`src/rtl/ice40_ebr_sdp_pkg.sv`:
```
// ice40_ebr_sdp_pkg: EBR geometry constants and configuration legality check
package ice40_ebr_pkg;
  localparam int EBR_BITS = 4096;
  localparam int EBR_WIDTHS [4] = '{2, 4, 8, 16};
  function automatic bit ebr_cfg_ok(int data_width, int addr_width);
    bit w_ok = 1'b0;
    foreach (EBR_WIDTHS[i]) w_ok |= (EBR_WIDTHS[i] == data_width);
    return w_ok && addr_width > 0 && addr_width < 16 && data_width * (1 << addr_width) <= EBR_BITS;
  endfunction
endpackage

```
`src/rtl/ice40_ebr_sdp_if.sv`:
```
// ice40_ebr_sdp_if: write/read bus of the EBR (din, write_en, waddr, raddr -> dout)
interface ice40_ebr_sdp_if #(
  parameter int data_width = 16,
  parameter int addr_width = 8
);
  logic [data_width-1:0] din;
  logic                  write_en;
  logic [addr_width-1:0] waddr;
  logic [addr_width-1:0] raddr;
  logic [data_width-1:0] dout;
  modport master (output din, write_en, waddr, raddr, input dout);
  modport slave (input din, write_en, waddr, raddr, output dout);
endinterface

```
`src/rtl/ice40_ebr_sdp.sv`:
```
// ice40_ebr_sdp: single-clock simple-dual-port RAM for one iCE40 4 Kbit EBR
// ports: clock, reset (sync, active-high); bus.slave carries din/write_en/waddr (write), raddr/dout (registered read)
module ice40_ebr_sdp
  import ice40_ebr_pkg::*;
#(
  parameter int data_width = 16,
  parameter int addr_width = 8
) (
  input  logic            clock,
  input  logic            reset,
  ice40_ebr_sdp_if.slave  bus
);
  if (!ebr_cfg_ok(data_width, addr_width)) begin : g_bad_cfg
    $fatal(1, "ice40_ebr_sdp: illegal data_width/addr_width for one EBR");
  end
  logic [data_width-1:0] mem [2**addr_width] = '{default: '0};
  always_ff @(posedge clock)
    if (bus.write_en && !reset) mem[bus.waddr] <= bus.din;
  // separate read process keeps read-before-write on a same-address collision
  always_ff @(posedge clock)
    bus.dout <= reset ? '0 : mem[bus.raddr];
endmodule

```
`src/flat_wrapper.sv`:
```
// flat-port wrapper written by rule: the top's interface ports become plain ports
module ice40_ebr_sdp_flat import ice40_ebr_pkg::*;
#(
  parameter int data_width = 16,
  parameter int addr_width = 8
)
  (clock, reset, bus_din, bus_write_en, bus_waddr, bus_raddr, bus_dout);
  ice40_ebr_sdp_if #(.data_width(data_width), .addr_width(addr_width)) bus_i ();
  input  logic clock;
  input  logic reset;
  input wire logic [$bits(bus_i.din)-1:0] bus_din;
  input wire logic [$bits(bus_i.write_en)-1:0] bus_write_en;
  input wire logic [$bits(bus_i.waddr)-1:0] bus_waddr;
  input wire logic [$bits(bus_i.raddr)-1:0] bus_raddr;
  output wire logic [$bits(bus_i.dout)-1:0] bus_dout;
  assign bus_i.din = bus_din;
  assign bus_i.write_en = bus_write_en;
  assign bus_i.waddr = bus_waddr;
  assign bus_i.raddr = bus_raddr;
  assign bus_dout = bus_i.dout;
  ice40_ebr_sdp #(.data_width(data_width), .addr_width(addr_width)) u_core (.clock(clock), .reset(reset), .bus(bus_i));
endmodule
```
`config.mk`:
```
export PLATFORM = sky130hd
export DESIGN_NAME = ice40_ebr_sdp_flat
export DESIGN_NICKNAME = d
export VERILOG_FILES = /design/src/rtl/ice40_ebr_sdp_pkg.sv /design/src/rtl/ice40_ebr_sdp_if.sv /design/src/rtl/ice40_ebr_sdp.sv /design/src/flat_wrapper.sv
export SDC_FILE = /design/constraint.sdc
export NUM_CORES = 2
export LEC_CHECK = 0
export CAP_MARGIN = 20
export CELL_PAD_IN_SITES_DETAIL_PLACEMENT = 1
export CELL_PAD_IN_SITES_GLOBAL_PLACEMENT = 1
export CORE_MARGIN = 3
export CORE_UTILIZATION = 50
export CTS_CLUSTER_DIAMETER = 120
export DETAILED_ROUTE_END_ITERATION = 6
export PLACE_DENSITY = 0.81
export SYNTH_ARGS = -nofsm -noshare
export SYNTH_HDL_FRONTEND = slang
export SYNTH_SLANG_ARGS = --single-unit
```
`constraint.sdc`:
```
create_clock -name clock -period 3.6 [get_ports clock]
set_input_delay 0.9 -clock clock [delete_from_list [all_inputs] [get_ports clock]]
set_output_delay 0.9 -clock clock [all_outputs]
set_load 0.005 [all_outputs]
```
# After elaboration in Yosys (flattened, before gate mapping)
# Memory sizes are Yosys's and may differ from the RTL's. A register that Yosys moved wholly into a read port is not among the register bits.
# Index checks and enable logic that the tools add are counted.
[word_totals] ram_bits=4096 ff_bits=0 out_inout_bits=16 elab_cells=5 inputBits=35 n_memories=1
[classes] reduce_logical=2 mux=2
[mem_list] memory="u_core.mem" depth=256 word_bits=16 read_ports=1 rd_clocked_by_memory_dff=1 wr=1 line="ice40_ebr_sdp.sv:16" text="logic [data_width-1:0] mem [2**addr_width] = '{default: '0};"
[op_table] cell="$mux W1" count=2
[op_table] cell="$logic_and A1 B1 Y1" count=1
[op_table] cell="$logic_not A1 Y1" count=1

# Logic depth before layout (Yosys ltp)
[depth] word_depth=4 depth_mapped=13 ltp_nobuf=7

# Worst setup path before layout
# OpenSTA, ideal clock, no wires.
[synth_timing] path_kind="in2reg" start="input bus_write_en" end="memory u_core.mem[112][0], enable pin" n_path_buf=3 t_required_ns=3.212 setup_slack_ns=0.519 stages=6 arrival_ns=2.693 setup_time_ns=0.388 cell_sequence="nor2b_1 -> clkbuf_1 -> clkbuf_1 -> nand3_1 -> clkbuf_1 -> nor2_1"
[synth_between] elab_chain_len=3
[synth_rtl] item="from (decl)" line="flat_wrapper.sv:12" text="input wire logic [$bits(bus_i.write_en)-1:0] bus_write_en;"
[synth_rtl] item="$logic_and A1 B1 Y1" line="ice40_ebr_sdp.sv:18" text="if (bus.write_en && !reset) mem[bus.waddr] <= bus.din;"
[synth_rtl] item="$mux W1" line="ice40_ebr_sdp.sv:18"
[synth_rtl] item="$mux W1 (not written as such)" line="ice40_ebr_sdp.sv:18"
[synth_rtl] item="to (decl)" line="ice40_ebr_sdp.sv:16"
# Every way passes these cells.

==> flow_summary.json <==
{
  "syn_avg_cell_area_um2": 21.7,
  "post_drt_wl_per_cell_um": 46.8,
  "status": "complete, but fails checks",
  "fmax_mhz": 259,
  "cts_max_path_buffers": 4,
  "port_buffers": 50,
  "gr-total-overflow": 0,
  "hp-class": "in2reg",
  "drtAntennaViolNets": 0,
  "fp.dieH_um": 569,
  "ys.flop_type": "edfxtp_1",
  "whs_ps": 208,
  "dp_hpwl_um": 307000,
  "comb_power_share": 0.059,
  "die_w_um": 569,
  "rsz0062_at_grt": "false",
  "netlist_area_um2": 159000,
  "area_delta_synth_final_pct": 17.4,
  "final_core_util": 0.591,
  "dp_slack_ps": -1240,
  "start_kind": "primary input",
  "required_ps": 4470,
  "avgViaCountPerCell": 7.47,
  "synth_edf_count": 4096,
  "timing.final.ws_setup_ps": -256,
  "synth_largest_area_cell": "edfxtp_1",
  "netlist_instances": 7303,
  "syn_nets": 7338,
  "grt_pass1_wl_um": 773000,
  "fin_crit_sh": 1.07,
  "crit_fanout": 37,
  "worstHoldPathCells": 1,
  "setup_viol": 4,
  "cp.arrival_ps": 4730,
  "p_seq_frac": 0.512,
  "ys_types": 59,
  "drc": 2,
  "nets": 8327,
  "io_pins": 51,
  "ys_warn_count": 0,
  "core_area_um2": 315000,
  "yosys-top-cells-area": "edfxtp_1 (78%), mux4_2 (12%), mux2i_1 (3.2%), o221ai_1 (0.86%), nor2_1 (0.83%)",
  "power_frac_clock": 0.428,
  "maxSlewHeadroom": 0.0140,
  "worstRegToRegCells": 7,
  "fill_cells": 26047,
  "worstSetupPathType": "in2reg",
  "register_area_um2": 123000,
  "tns_ps": -775,
  "p_leak_uw": 0.0599,
  "first_pass_iters": 7,
  "grt_usage": 0.341,
  "die_area_um2": 324000,
  "gp_congestion": 0.924,
  "failed_checks": "DRC, setup timing",
  "hold_buffers": 0,
  "cts_tree": "yes",
  "drv_slew": 0,
  "drive_gt1_frac": 0.290,
  "synth_top_area_share": 0.775,
  "skew_ps": 95.2,
  "worst_pin_slew_ps": 1480,
  "peakVddDrop_mv": 0.501,
  "cts_buffers": 397,
  "cap_viol_max_count": 0,
  "start_util": 0.503,
  "hold_viol_final": 0,
  "grt_pass1_vias": 93098,
  "drtIter0Drc": 19755,
  "synth-seq-area-share": 0.777,
  "multi_input_area_um2": 32600,
  "p_int_uw": 78200,
  "antenna_found_initial": 51,
  "clkSlewWorstSetupHoldPaths_ps": 70,
  "swShare": 0.241,
  "yosys_register_bits": 4112,
  "cts_root_buf": "clkbuf_16",
  "p_switching_uw": 24800,
  "routed_wl_um": 599000,
  "clk_latency_ps": 1030,
  "powerDensity_nw_per_um2": 553,
  "num_rows": 206,
  "async_flop_share": 0,
  "grt_max_degree": 133,
  "fin_crit_ps": 3860,
  "crit_path_end_kind": "flop",
  "via_count": 95717,
  "cts_num_sinks": 4112,
  "htreeDepth": 5
}
## layout make-up
cell class	count	share of cell area
Timing Repair Buffer	1021	0.0654
Multi-Input combinational cell	2752	0.175
Clock inverter	222	0.0133
Tap cell	4160	0.0279
Inverter	8	0.000215
Sequential cell	4112	0.662
Antenna cell	30	0.000403
Clock buffer	501	0.0560
## flip-flops by register name (all words and copies together), names as in the netlist
signal           flops
u_core.mem        4096
u_core.bus.dout     16
## stage by stage
step,cell area [um^2],instances,total power (uW)
2_1_floorplan,159000,7303,56300
3_3_place_gp,173000,12051,59000
3_5_place_dp,173000,12051,59300
4_1_cts,186000,12774,102000
5_1_grt,186000,12778,105000
6_report,186000,12806,103000
## worst max-delay path, cell delays in order
cell and delay [ps]:
buf_8 120, buf_4 180, buf_12 230, buf_4 240, buf_12 290, mux2i_1 530, o22ai_1 210, a2111oi_0 920
buf_4 250, nor4_1 50, o21ai_1 490, o22ai_1 260
## power groups by stage
stage / clock network (uW) / logic [uW] / registers [uW]
final: 44100 / 6120 / 52800
after detailed placement: 0 / 5490 / 53800
after floorplan: 0 / 2560 / 53800
after global placement: 0 / 5200 / 53800
after global routing: 45700 / 6120 / 52700
after CTS: 43000 / 5750 / 52800
## cell usage after synthesis (19+ instances only)
| library cell | n |
|---|---|
| a211oi_1 | 40 |
| a21oi_1 | 121 |
| a22oi_1 | 38 |
| buf_2 | 115 |
| buf_4 | 57 |
| buf_6 | 60 |
| buf_8 | 19 |
| clkbuf_1 | 146 |
| edfxtp_1 | 4096 |
| mux2_2 | 26 |
| mux2i_1 | 504 |
| mux4_2 | 849 |
| nand2_1 | 90 |
| nand3_1 | 33 |
| nor2_1 | 350 |
| nor3_1 | 89 |
| o21ai_0 | 87 |
| o221ai_1 | 155 |
| o22ai_1 | 170 |
## worst paths after layout
check / endpoint / start / slack, ps
worst max-delay path: u_core.bus.dout[12] / bus_raddr[1] / -260
worst min-delay path: u_core.mem[180][3] / bus_din[3] / 210
worst max register to register: u_core.bus.dout[12] / u_core.mem[80][12] / 220
worst min register to register: u_core.bus.dout[1] / u_core.mem[215][1] / 1250
## per-layer routing
layer / vias to the layer above / track usage / routed length (um)
met5: - / 0.00342 / 506
li1: 32921 / - / -
met2: 11345 / 0.531 / 272000
met4: 36 / 0.206 / 53200
met1: 48503 / 0.427 / 185000
met3: 2912 / 0.0984 / 88200
## cell usage in the layout (no fill, tap or decap), types with 81 or more instances in the layout
| master | n |
|---|---|
| a21oi_1 | 121 |
| buf_12 | 343 |
| buf_4 | 628 |
| clkbuf_1 | 97 |
| clkbuf_16 | 401 |
| clkinv_1 | 81 |
| edfxtp_1 | 4096 |
| mux2i_1 | 504 |
| mux4_2 | 849 |
| nand2_1 | 89 |
| nor2_1 | 296 |
| nor3_1 | 88 |
| o21ai_0 | 87 |
| o221ai_1 | 155 |
| o22ai_1 | 170 |
## repair_timing
| action | 4_1_cts | 5_1_grt |
|---|---|---|
| hold endpoints to repair | 0 | 0 |
| cloned | 0 | 0 |
| pin swaps | 2 | 1 |
| buffers inserted | 0 | 0 |
| endpoints found under the setup margin | 3 | 3 |
| resized for setup | 5 | 2 |
## kinds of logic (layout without fill, tap and decap cells)
| logic type | count (synthesis) | after routing | share of synthesized area |
|---|---|---|---|
| compound gates | 741 | 741 | 0.0325 |
| buf+inv | 439 | 1752 | 0.0187 |
| flops | 4112 | 4112 | 0.777 |
| mux | 1383 | 1383 | 0.155 |
| other cells | 0 | 30 | 0 |
| simple gates | 628 | 628 | 0.0169 |
Power figures use the tool's default switching activity.
